## src/rtl/instr_issue_sequencer_pkg.sv

```systemverilog
// Shared types and constants for the fetch/issue sequencer in front of the dual-ISA control unit.
package instr_issue_sequencer_pkg;

    localparam int unsigned WORD_W = 32;
    localparam int unsigned OFF_W  = 8;
    localparam int unsigned RET_W  = 16;
    localparam int unsigned TMO_W  = 4;

    localparam logic [WORD_W-1:0] ISA_SEL_ARM = 32'h0000_0000;
    localparam logic [WORD_W-1:0] ISA_SEL_RV  = 32'h0000_0001;
    localparam logic [WORD_W-1:0] HALT_WORD   = 32'hFFFF_FFFF;

    typedef enum logic [2:0] {
        ST_IDLE     = 3'd0,
        ST_FETCH    = 3'd1,
        ST_ISSUE    = 3'd2,
        ST_MEM_WAIT = 3'd3,
        ST_HALTED   = 3'd4,
        ST_ERROR    = 3'd5
    } seq_state_t;

    typedef enum logic [1:0] {
        PC_HOLD   = 2'd0,
        PC_INC    = 2'd1,
        PC_BRANCH = 2'd2,
        PC_RESET  = 2'd3
    } pc_sel_t;

    typedef enum logic [1:0] {
        WK_INSTR   = 2'd0,
        WK_ISA_ARM = 2'd1,
        WK_ISA_RV  = 2'd2,
        WK_HALT    = 2'd3
    } word_kind_t;

    // Classify a fetched word: sequencer control words are consumed, everything else is issued.
    function automatic word_kind_t word_kind(input logic [WORD_W-1:0] w);
        word_kind_t k;
        k = WK_INSTR;
        if (w == ISA_SEL_ARM)     k = WK_ISA_ARM;
        else if (w == ISA_SEL_RV) k = WK_ISA_RV;
        else if (w == HALT_WORD)  k = WK_HALT;
        return k;
    endfunction

endpackage

```

## src/rtl/instr_issue_sequencer_seq_pc_unit.sv

```systemverilog
// Program counter register: hold, +1, +1+sext(offset) or reload, all modulo 2^PC_W.
module seq_pc_unit
    import instr_issue_sequencer_pkg::*;
#(
    parameter int unsigned PC_W     = 8,
    parameter int unsigned RESET_PC = 0
) (
    input  logic              clk,
    input  logic              rst,
    input  logic [1:0]        pc_sel,
    input  logic [OFF_W-1:0]  br_offset,
    output logic [PC_W-1:0]   pc
);

    logic [PC_W-1:0] off_ext;
    logic [PC_W-1:0] pc_nx;

    // Signed cast sign-extends the branch offset to the PC width.
    assign off_ext = PC_W'($signed(br_offset));

    always_comb begin
        pc_nx = pc;
        case (pc_sel)
            PC_INC:    pc_nx = pc + PC_W'(1);
            PC_BRANCH: pc_nx = pc + PC_W'(1) + off_ext;
            PC_RESET:  pc_nx = PC_W'(RESET_PC);
            default:   pc_nx = pc;
        endcase
    end

    always_ff @(posedge clk) begin
        if (rst) pc <= PC_W'(RESET_PC);
        else     pc <= pc_nx;
    end

endmodule

```

## src/rtl/instr_issue_sequencer.sv

```systemverilog
// Multi-cycle fetch/issue controller: owns PC and ISA mode, fetches over imem req/ack,
// issues one instruction per ISSUE cycle, stalls on data memory with a bounded wait.
module instr_issue_sequencer
    import instr_issue_sequencer_pkg::*;
#(
    parameter int unsigned PC_W        = 8,
    parameter int unsigned RESET_PC    = 0,
    parameter int unsigned MEM_TIMEOUT = 15
) (
    input  logic              clk,
    input  logic              rst,
    input  logic              start,
    output logic              imem_req,
    output logic [PC_W-1:0]   imem_addr,
    input  logic              imem_ack,
    input  logic [31:0]       imem_data,
    output logic [31:0]       instr,
    output logic              instr_valid,
    output logic              isa_riscv,
    input  logic              dec_is_branch,
    input  logic              br_taken,
    input  logic [7:0]        br_offset,
    input  logic              dec_is_mem,
    input  logic              dmem_ack,
    output logic [15:0]       retired,
    output logic              busy,
    output logic              halted,
    output logic              err
);

    seq_state_t        state;
    seq_state_t        state_nx;
    pc_sel_t           pc_sel;
    word_kind_t        kind;
    logic              load_instr;
    logic              isa_load;
    logic              isa_nx;
    logic              retire_inc;
    logic              tmo_clr;
    logic              tmo_inc;
    logic [TMO_W-1:0]  tmo_cnt;
    logic [PC_W-1:0]   pc;

    assign kind      = word_kind(imem_data);
    assign imem_addr = pc;

    seq_pc_unit #(
        .PC_W     (PC_W),
        .RESET_PC (RESET_PC)
    ) u_pc (
        .clk       (clk),
        .rst       (rst),
        .pc_sel    (pc_sel),
        .br_offset (br_offset),
        .pc        (pc)
    );

    always_ff @(posedge clk) begin
        if (rst) state <= ST_IDLE;
        else     state <= state_nx;
    end

    // Next state and datapath controls.
    always_comb begin
        state_nx   = state;
        pc_sel     = PC_HOLD;
        load_instr = 1'b0;
        isa_load   = 1'b0;
        isa_nx     = isa_riscv;
        retire_inc = 1'b0;
        tmo_clr    = 1'b0;
        tmo_inc    = 1'b0;
        case (state)
            ST_IDLE: begin
                if (start) state_nx = ST_FETCH;
            end
            ST_FETCH: begin
                if (imem_ack) begin
                    load_instr = 1'b1;
                    case (kind)
                        WK_ISA_ARM: begin
                            isa_load = 1'b1;
                            isa_nx   = 1'b0;
                            pc_sel   = PC_INC;
                        end
                        WK_ISA_RV: begin
                            isa_load = 1'b1;
                            isa_nx   = 1'b1;
                            pc_sel   = PC_INC;
                        end
                        WK_HALT:  state_nx = ST_HALTED;
                        default:  state_nx = ST_ISSUE;
                    endcase
                end
            end
            ST_ISSUE: begin
                retire_inc = 1'b1;
                state_nx   = ST_FETCH;
                // A memory op stalls even if the decoder also flags a branch.
                if (dec_is_mem) begin
                    state_nx = ST_MEM_WAIT;
                    tmo_clr  = 1'b1;
                end else if (dec_is_branch && br_taken) begin
                    pc_sel = PC_BRANCH;
                end else begin
                    pc_sel = PC_INC;
                end
            end
            ST_MEM_WAIT: begin
                // An ack on the last counted cycle still completes the access.
                if (dmem_ack) begin
                    pc_sel   = PC_INC;
                    state_nx = ST_FETCH;
                end else if (tmo_cnt == TMO_W'(MEM_TIMEOUT - 1)) begin
                    state_nx = ST_ERROR;
                end else begin
                    tmo_inc = 1'b1;
                end
            end
            ST_HALTED: begin
                if (start) begin
                    pc_sel   = PC_RESET;
                    isa_load = 1'b1;
                    isa_nx   = 1'b0;
                    state_nx = ST_FETCH;
                end
            end
            ST_ERROR: state_nx = ST_ERROR;
            default:  state_nx = ST_IDLE;
        endcase
    end

    // Datapath registers; status outputs are registered from the next state.
    always_ff @(posedge clk) begin
        if (rst) begin
            instr       <= '0;
            isa_riscv   <= 1'b0;
            retired     <= '0;
            tmo_cnt     <= '0;
            imem_req    <= 1'b0;
            instr_valid <= 1'b0;
            busy        <= 1'b0;
            halted      <= 1'b0;
            err         <= 1'b0;
        end else begin
            if (load_instr) instr <= imem_data;
            if (isa_load)   isa_riscv <= isa_nx;
            if (retire_inc) retired <= retired + RET_W'(1);
            if (tmo_clr)      tmo_cnt <= '0;
            else if (tmo_inc) tmo_cnt <= tmo_cnt + TMO_W'(1);
            imem_req    <= (state_nx == ST_FETCH);
            instr_valid <= (state_nx == ST_ISSUE);
            busy        <= (state_nx == ST_FETCH) || (state_nx == ST_ISSUE)
                           || (state_nx == ST_MEM_WAIT);
            halted      <= (state_nx == ST_HALTED);
            err         <= (state_nx == ST_ERROR);
        end
    end

endmodule

```

## config.mk

```make
export PLATFORM = sky130hd
export DESIGN_NAME = instr_issue_sequencer
export DESIGN_NICKNAME = d
export VERILOG_FILES = /design/src/rtl/instr_issue_sequencer_pkg.sv /design/src/rtl/instr_issue_sequencer_seq_pc_unit.sv /design/src/rtl/instr_issue_sequencer.sv
export SDC_FILE = /design/constraint.sdc
export NUM_CORES = 1
export LEC_CHECK = 0
export CAP_MARGIN = 15
export CORE_MARGIN = 4
export CORE_UTILIZATION = 68
export DETAILED_ROUTE_END_ITERATION = 16
export DONT_BUFFER_PORTS = 1
export PLACE_DENSITY_LB_ADDON = 0.3
export SYNTH_ARGS = -nofsm -noshare
export SYNTH_HDL_FRONTEND = slang
export SYNTH_SLANG_ARGS = --single-unit
```

## constraint.sdc

```tcl
create_clock -name clk -period 3.5 [get_ports clk]
set_input_delay 0.525 -clock clk [delete_from_list [all_inputs] [get_ports clk]]
set_output_delay 0.525 -clock clk [all_outputs]
set_load 0.05 [all_outputs]
```

==> results.sh, run 1 <==
export IMPL_vias_per_cell=5.90
export IMPL_timing_final_crit_share=0.771
export IMPL_path_cells="buf_4 > ha_1 > nand3_1 > xnor2_1 > ha_1 > nor3_1 > nor2_1 > a21oi_1 > xnor2_1 > nand2_4 > mux2_4 > a31oi_1"
export IMPL_yosys_warnings=0
export IMPL_cp_end_kind="flop"
export IMPL_yosys_top_cells_area="dfxtp_1 (41%), nand2_1 (9.6%), a21oi_1 (7.6%), ha_1 (5.2%), nor2_1 (3.8%)"
export IMPL_wirelength_mm=7.80
export IMPL_layout_area_overhead_vs_synth_pct=7.34
export IMPL_yosysUniqueCellTypes=50
export IMPL_tritoncts="done"
export IMPL_critPathTopFamily="adder cells"
export IMPL_postCtsSetupBuffers=0
export IMPL_mostFrequentLayoutCell="nand2_1"
export IMPL_critPathKind="reg2reg"
export IMPL_hpwl_mm=5.73
export IMPL_async_flop_share=0
export IMPL_ir_worst_vdd_mv=0.335
export IMPL_regArea_um2=1380
export IMPL_maxSlewHeadroom=0.581
export IMPL_power_density_nw_per_um2=458
export IMPL_final_setup_viol_count=0
export IMPL_yosysSeqAreaShare=0.409
export IMPL_boundaryPins=110
export IMPL_clock_skew_ps=6.78
export IMPL_grt_setup_unrepaired="no"
export IMPL_layoutNonFillerInstCount=493
export IMPL_multiInputGateArea_um2=1840
export IMPL_dp_cells=476
export IMPL_outcome="complete, no violations"
export IMPL_post_cts_resized=0
export IMPL_cts_buffer_depth=2
export IMPL_synth_top_cell_by_area="dfxtp_1"
export IMPL_design_core_area_um2=4750
export IMPL_critPathBufInv=1
export IMPL_dpl_cell_area_um2=3420
export IMPL_floorplan_initialDensity=0.710
export IMPL_cp_slowest_cell="ha_1"
export IMPL_netlist_area_um2=3370
export IMPL_firstDrtPassIters=4
export IMPL_gp_congestion=0.811
export IMPL_max_freq_mhz=370
export IMPL_design_area_um2=3620
export IMPL_final_util=0.762
export IMPL_synthFlopType="dfxtp_1"
export IMPL_grtUsageTotal=0.251
export IMPL_hold_slack_ps=262
export IMPL_antenna_found_initial=1
export IMPL_vias=2907
export IMPL_critPathArrivalTime_ps=2950
export IMPL_grt_pass1_vias=2837
export IMPL_synth_seq_cells=69
export IMPL_num_rows=25
export IMPL_p_leak_nw=1.36
export IMPL_crit_path_start_kind="flop"
export IMPL_hold_viol_final=0
export IMPL_path_max_fanout=5
export IMPL_worstHoldPathType="in2reg"
export IMPL_numCtsBuffers=9
export IMPL_setup_tns_ps=0
export IMPL_htreeDepth=3
export IMPL_drive_gt1_frac=0.0824
export IMPL_p_total_mw=1.66
export IMPL_clock_sinks=69
export IMPL_critPathRequiredTime_ps=3750
export IMPL_timing_final_ws_setup_ps=800
export IMPL_io_buffers=0
export IMPL_yosys_area_top_type_share=0.409
export IMPL_hold_buffers=0
export IMPL_slew_viol_final=0
export IMPL_die_h_um=78.4
export IMPL_drc=0
export IMPL_grt_start_max_net_pins=63
export IMPL_drtAntennaViolNets=0
export IMPL_post_drt_wl_per_cell_um=15.8
export IMPL_syn_inst=417
export IMPL_grt_overflow_total=0
export IMPL_clkTransAtPathRegs_ps=80
export IMPL_mostFrequentLayoutCells="nand2_1 (86), dfxtp_1 (69), a21oi_1 (51)"
export IMPL_synth_edff_count=0
export IMPL_syn_avg_cell_area_um2=8.09
export IMPL_grt_pass1_wl_mm=12.5
export IMPL_dieArea_um2=6150
export IMPL_worst_pin_slew_ps=627
export IMPL_final_fill_count=379
export IMPL_period_needed_ps=2700
export IMPL_drv_cap=0
export IMPL_clock_latency_ps=330
export IMPL_drtIter0Drc=135
export IMPL_synth_nets=480
export IMPL_cts_root_buffer="clkbuf_8"
export IMPL_slowest_delay_ps=330
export IMPL_die_width_um=78.4
export IMPL_pre_cts_ws_ps=647
export IMPL_nets=483
-- state kept, by name, indices dropped and copies added, names as in the netlist --
name and count:
u_pc.pc 8, err 1, halted 1, busy 1, tmo_cnt 4, state 3
instr 32, instr_valid 1, retired 16, imem_req 1, isa_riscv 1
-- power breakdown --
part / switching (mW) / internal, mW
Combinational: 0.0671 / 0.0483
Sequential: 0.0957 / 0.809
Clock: 0.306 / 0.331
-- final cells by class --
| cell class | count | area share |
|---|---|---|
| multi-input combinational | 317 | 0.508 |
| antenna | 1 | 0.000691 |
| inverter | 15 | 0.0155 |
| clock buffer | 9 | 0.0342 |
| timing repair buffer | 8 | 0.0166 |
| tap | 67 | 0.0231 |
| sequential | 69 | 0.381 |
| clock inverter | 7 | 0.0200 |
-- path summary, 6_finish.rpt --
path | from | to | slack [ps] | depth (start not counted)
worst max-delay path | u_pc.pc[0]$_SDFFE_PP0P_ | u_pc.pc[7]$_SDFFE_PP0P_ | 800 | 12
worst min-delay path | rst | retired[9]$_SDFFE_PP0P_ | 260 | 1
worst max register to register | u_pc.pc[0]$_SDFFE_PP0P_ | u_pc.pc[7]$_SDFFE_PP0P_ | 800 | 12
worst min register to register | tmo_cnt[3]$_SDFFE_PP0P_ | tmo_cnt[3]$_SDFFE_PP0P_ | 530 | 2
-- synthesized netlist by cell type, drive strengths merged (3+ instances only) --
| master | count |
|---|---|
| a211oi | 3 |
| nor2 | 34 |
| nand3 | 10 |
| nand2b | 3 |
| and2b | 3 |
| o21ai | 8 |
| xnor2 | 13 |
| a21o | 3 |
| xor2 | 13 |
| dfxtp | 69 |
| ha | 14 |
| nor4 | 11 |
| nor3 | 9 |
| nand2 | 88 |
| and3 | 6 |
| or3 | 3 |
| nor3b | 3 |
| clkbuf | 14 |
| inv | 15 |
| a21oi | 51 |
| nand4 | 13 |
| a31oi | 4 |
-- worst register-to-register path, cell delays in order, from the launching register on --
cell     delay, ps
dfxtp_1        320
buf_4          220
ha_1           220
nand3_1        120
xnor2_1        260
ha_1           330
nor3_1         200
nor2_1          60
a21oi_1        180
xnor2_1        200
nand2_4         90
mux2_4         300
a31oi_1        150
-- kinds of logic after synthesis --
kind of cell               count (synthesis)  share of synthesized area
adders and majority gates                 15                     0.0578
buffers and inverters                     31                     0.0449
and+or+nand+nor                          192                      0.273
xor gates and xnor gates                  26                     0.0675
DFF                                       69                      0.409
muxes                                      3                     0.0104
AOI/OAI and AO/OA                         81                      0.137
-- layer usage --
layer	GRT usage	share of wire	up-vias
met5	0	0	-
met4	0.0909	0.0082	0
met3	0.0826	0.094	8
met2	0.435	0.50	109
met1	0.289	0.40	1341
li1	-	-	1449
No activity file was read; power rests on OpenSTA's default activity.
==> inputs of run 2 (changes only) <==
Settings changed: CORE_UTILIZATION 68 to 63.
Clock period 3.5 ns to 2.7 ns, I/O delays scaled along.
==> results.sh, run 2 (synthesized netlist as in run 1, its figures left out) <==
export IMPL_grt_pass1_wl_mm=12.2
export IMPL_drtAntennaViolNets=0
export IMPL_power_density_nw_per_um2=608
export IMPL_reg_top3="instr: 32 flops, retired: 16 flops, u_pc.pc: 8 flops"
export IMPL_mostFrequentLayoutCells="nand2_1 (86), dfxtp_1 (67), a21oi_1 (51)"
export IMPL_mostFrequentLayoutCell="nand2_1"
export IMPL_final_setup_viol_count=0
export IMPL_max_freq_mhz=397
export IMPL_drtIter0Drc=110
export IMPL_worstHoldPathCells=1
export IMPL_design_area_um2=3720
export IMPL_wl_met3_um=690
export IMPL_vias=2907
export IMPL_worst_pin_slew_ps=650
export IMPL_crit_path_start_kind="flop"
export IMPL_path_max_fanout=4
export IMPL_cts_buffer_depth=2
export IMPL_maxSlewHeadroom=0.566
export IMPL_nets=490
export IMPL_clock_latency_ps=330
export IMPL_vias_per_cell=5.78
export IMPL_grt_start_max_net_pins=63
export IMPL_postCtsSetupBuffers=0
export IMPL_dpl_cell_area_um2=3480
export IMPL_num_rows=26
export IMPL_drive_gt1_frac=0.0972
export IMPL_ff2ff_path_depth=11
export IMPL_die_h_um=81.2
export IMPL_drc=0
export IMPL_largest_register_ffs=32
export IMPL_boundaryPins=110
export IMPL_htreeDepth=3
export IMPL_dr_wl_met2_mm=3.98
export IMPL_numCtsBuffers=9
export IMPL_dieArea_um2=6590
export IMPL_layout_area_overhead_vs_synth_pct=10.2
export IMPL_path_cells="ha_1 > nand3_1 > xnor2_1 > ha_1 > nor3_1 > nor2_1 > a21oi_1 > xnor2_1 > nand2_4 > mux2_4 > a31oi_1"
export IMPL_outcome="complete, no violations"
export IMPL_clkTransAtPathRegs_ps=80
export IMPL_cts_root_buffer="clkbuf_8"
export IMPL_pre_cts_ws_ps=-127
export IMPL_grt_setup_unrepaired="no"
export IMPL_grtUsageTotal=0.239
export IMPL_timing_final_ws_setup_ps=182
export IMPL_dp_cells=486
export IMPL_floorplan_initialDensity=0.657
export IMPL_firstDrtPassIters=4
export IMPL_clock_skew_ps=12.2
export IMPL_post_cts_resized=0
export IMPL_p_leak_nw=1.42
export IMPL_tritoncts="done"
export IMPL_post_drt_wl_per_cell_um=16.0
export IMPL_design_core_area_um2=5140
export IMPL_grt_overflow_total=0
export IMPL_hold_slack_ps=134
export IMPL_slowest_delay_ps=350
export IMPL_critPathKind="reg2reg"
export IMPL_drv_cap=0
export IMPL_antenna_found_initial=1
export IMPL_largest_register="instr"
export IMPL_wirelength_met1_mm=3.20
export IMPL_cp_end_kind="flop"
export IMPL_slew_viol_final=0
export IMPL_layoutNonFillerInstCount=503
export IMPL_period_needed_ps=2520
export IMPL_wirelength_mm=8.04
export IMPL_io_buffers=0
export IMPL_critPathArrivalTime_ps=2770
export IMPL_ir_worst_vdd_mv=0.368
export IMPL_top_layer="met4"
export IMPL_hold_viol_final=0
export IMPL_r2r_slack_ps=180
export IMPL_grt_pass1_vias=2708
export IMPL_gp_congestion=0.823
export IMPL_timing_final_crit_share=0.933
export IMPL_critPathRequiredTime_ps=2950
export IMPL_cp_slowest_cell="dfxtp_2"
export IMPL_worstHoldPathType="in2reg"
export IMPL_die_width_um=81.2
export IMPL_hpwl_mm=5.93
export IMPL_clock_sinks=69
export IMPL_final_util=0.723
export IMPL_hold_buffers=0
==> run 2: cell types whose count changed in the layout (fill, tap and decap cells not counted) <==
cell and change:
nor3_2 -1, clkbuf_1 +2, dfxtp_1 -2, dfxtp_2 +2, clkbuf_8 +2, clkinvlp_4 -1
bufinv_16 +1, clkinv_2 -2, inv_6 -2, buf_4 +7, nor3_4 +1
==> run 2: per-stage QoR <==
stage	power (mW)	TNS, ps
after floorplan	1.33	0
after detailed placement	1.35	-398
after global placement	1.34	-56.5
final	2.26	0
after global routing	2.34	0
after CTS	2.28	0
==> run 2: area by class of cell <==
| cell class | count | area (µm²) |
|---|---|---|
| repair buffers | 15 | 113 |
| clock buffers | 13 | 159 |
| clock inverters | 3 | 67.6 |
| diodes | 1 | 2.50 |
| fillers | 426 | 1420 |
| flip-flops and latches | 69 | 1380 |
| multi-input cells | 317 | 1850 |
| well taps | 70 | 87.6 |
| inverters | 15 | 56.3 |
==> run 2: where the power goes <==
group	total (mW)	leakage, nW	switching [mW]	internal [mW]
logic	0.153	0.751	0.0889	0.0640
clock network	0.937	0.110	0.365	0.572
registers	1.17	0.560	0.122	1.05
total	2.26	1.42	0.576	1.69
==> run 2: final timing paths <==
path                           start                      end
min reg2reg  tmo_cnt[1]$_SDFFE_PP0P_  tmo_cnt[1]$_SDFFE_PP0P_
max reg2reg  u_pc.pc[1]$_SDFFE_PP0P_  u_pc.pc[7]$_SDFFE_PP0P_
max          u_pc.pc[1]$_SDFFE_PP0P_  u_pc.pc[7]$_SDFFE_PP0P_
min                              rst   instr[18]$_SDFFE_PP0P_
==> run 2: worst max-delay path, delay by kind of cell (launching register included) <==
kind / cells / cell delay [ps]
muxes: 1 / 300
DFF: 1 / 350
xor gates and xnor gates: 2 / 440
adders and majority gates: 2 / 500
AOI/OAI and AO/OA: 2 / 350
and+or+nand+nor: 4 / 510
==> run 2: routing by layer <==
layer	global-route usage	vias to the layer above
met3	0.0920	14
met5	0	-
met1	0.285	1347
met2	0.384	94
li1	-	1452
met4	0.0980	0
==> inputs of run 3 (changes only) <==
Settings changed: CORE_UTILIZATION 63 to 46, DONT_BUFFER_PORTS 1 to unset.
==> results.sh, run 3 (synthesized netlist as in run 1, its figures left out) <==
export IMPL_outcome="complete, no violations"
export IMPL_vias_per_cell=5.24
export IMPL_hold_viol_final=0
export IMPL_die_width_um=93.7
export IMPL_cts_buffer_depth=2
export IMPL_largest_register="instr"
export IMPL_timing_final_crit_share=0.930
export IMPL_power_switching_mw=0.669
export IMPL_worstHoldPathType="in2reg"
export IMPL_setup_tns_ps=0
export IMPL_gp_congestion=0.929
export IMPL_design_core_area_um2=6940
export IMPL_io_buffers=109
export IMPL_clkTransAtPathRegs_ps=80
export IMPL_htreeDepth=3
export IMPL_critPathRequiredTime_ps=2960
export IMPL_slew_viol_final=0
export IMPL_power_density_nw_per_um2=487
export IMPL_critPathTopFamily="simple AND/OR/NAND/NOR gates"
export IMPL_drive_gt1_frac=0.143
export IMPL_num_rows=30
export IMPL_mostFrequentLayoutCells="clkdlybuf4s50_1 (100), nand2_1 (85), dfxtp_1 (66)"
export IMPL_drv_cap=0
export IMPL_path_max_fanout=4
export IMPL_drc=0
export IMPL_dieArea_um2=8770
export IMPL_cts_root_buffer="clkbuf_8"
export IMPL_post_drt_wl_per_cell_um=14.6
export IMPL_grt_pass1_vias=3398
export IMPL_period_needed_ps=2510
export IMPL_clock_sinks=69
export IMPL_grt_pass1_wl_mm=15.5
export IMPL_cp_slowest_cell="clkdlybuf4s50_1"
export IMPL_die_h_um=93.7
export IMPL_wirelength_mm=9.58
export IMPL_max_freq_mhz=398
export IMPL_critPathArrivalTime_ps=2770
export IMPL_layout_area_overhead_vs_synth_pct=51.0
export IMPL_firstDrtPassIters=4
export IMPL_hold_slack_ps=382
export IMPL_ir_worst_vdd_mv=0.305
export IMPL_path_cells="clkdlybuf4s50_1 > buf_4 > nand4_1 > nor4_1 > nand2_1 > o21a_1 > ha_4 > buf_4 > nand2_1 > nor3_1 > a31oi_1 > o21ba_2 > nor3_1"
export IMPL_drtAntennaViolNets=0
export IMPL_mostFrequentLayoutCell="clkdlybuf4s50_1"
export IMPL_boundaryPins=110
export IMPL_floorplan_initialDensity=0.486
export IMPL_nets=617
export IMPL_crit_path_start_kind="input port"
export IMPL_clock_latency_ps=340
export IMPL_vias=3432
export IMPL_final_util=0.734
export IMPL_p_leak_nw=2.00
export IMPL_design_area_um2=5090
export IMPL_clock_skew_ps=7.84
export IMPL_reg_top3="instr: 32 flops, retired: 16 flops, u_pc.pc: 8 flops"
export IMPL_critPathBufInv=3
export IMPL_dpl_cell_area_um2=4740
export IMPL_grtUsageTotal=0.220
export IMPL_drtIter0Drc=120
export IMPL_grt_start_max_net_pins=39
export IMPL_r2r_slack_ps=190
export IMPL_antenna_found_initial=0
export IMPL_slowest_delay_ps=520
export IMPL_final_setup_viol_count=0
export IMPL_cp_end_kind="flop"
export IMPL_pwr_share_comb=0.178
export IMPL_tritoncts="done"
export IMPL_p_seq_frac=0.432
export IMPL_pwr_share_clk=0.390
export IMPL_largest_register_ffs=32
export IMPL_worst_pin_slew_ps=560
export IMPL_critPathKind="in2reg"
export IMPL_hpwl_mm=7.17
export IMPL_grt_overflow_total=0
export IMPL_diodes=0
export IMPL_swShare=0.270
export IMPL_numCtsBuffers=9
export IMPL_maxSlewHeadroom=0.626
export IMPL_p_int_mw=1.81
## run 3: cell types whose count changed in the layout (fill, tap and decap cells not counted), sizes merged
| cell | change |
|---|---|
| dlymetal6s2s | +8 |
| clkinv | +3 |
| clkbuf | -2 |
| clkinvlp | -1 |
| buf | +19 |
| clkdlybuf4s50 | +100 |
| diode | -1 |
## run 3: metal layers
| metal | routed length (µm) | vias to the layer above | global-route usage |
|---|---|---|---|
| li1 | - | 1719 | - |
| met1 | 4110 | 1591 | 0.266 |
| met2 | 4620 | 95 | 0.359 |
| met3 | 496 | 27 | 0.0521 |
| met4 | 357 | 0 | 0.118 |
| met5 | 0 | - | 0 |
## run 3: through the flow
stage,setup slack [ps],power [mW],cells
finish,189,2.48,655
global route,-49.7,2.57,655
CTS,30.8,2.49,655
detailed placement,-326,1.53,639
global placement,-251,1.52,639
floorplan,29.0,1.33,417
## run 3: worst reg2reg max path: cells and delay by family (launching register included)
kind	cells	cell delay, ps
fa+ha+maj	2	490
flops	1	370
simple gates	4	490
mux	1	310
compound gates	3	420
xor+xnor	2	330
## run 3: layout make-up
cell class	instances	area (µm²)
Clock buffer	11	151
Tap cell	96	120
Multi-Input combinational cell	317	1950
Timing Repair Buffer	142	1350
Clock inverter	5	82.6
Fill cell	525	1850
Sequential cell	69	1390
Inverter	15	56.3
## run 3: repair_timing
| action | 4_1_cts | 5_1_grt |
|---|---|---|
| resized for setup | 2 | 25 |
| endpoints found under the setup margin | 1 | 12 |
| hold buffers | 0 | 0 |
| pin swaps | 1 | 12 |
| setup buffers | 0 | 0 |
## run 3: final timing paths
kind	startpoint	end	cells after the start
worst min register to register	instr[8]$_SDFFE_PP0P_	instr[8]$_SDFFE_PP0P_	2
worst max-delay path	imem_data[18]	instr_valid$_SDFF_PP0_	13
worst min-delay path	imem_data[1]	instr[1]$_SDFFE_PP0P_	3
worst max register to register	u_pc.pc[0]$_SDFFE_PP0P_	u_pc.pc[7]$_SDFFE_PP0P_	12
## run 3: power by group through the flow
| stage | sequential, mW | clock [mW] | combinational [mW] |
|---|---|---|---|
| final | 1.07 | 0.967 | 0.441 |
| after CTS | 1.07 | 0.978 | 0.436 |
| after floorplan | 1.19 | 0 | 0.134 |
| after global routing | 1.08 | 1.02 | 0.471 |
| after detailed placement | 1.10 | 0 | 0.432 |
| after global placement | 1.09 | 0 | 0.427 |
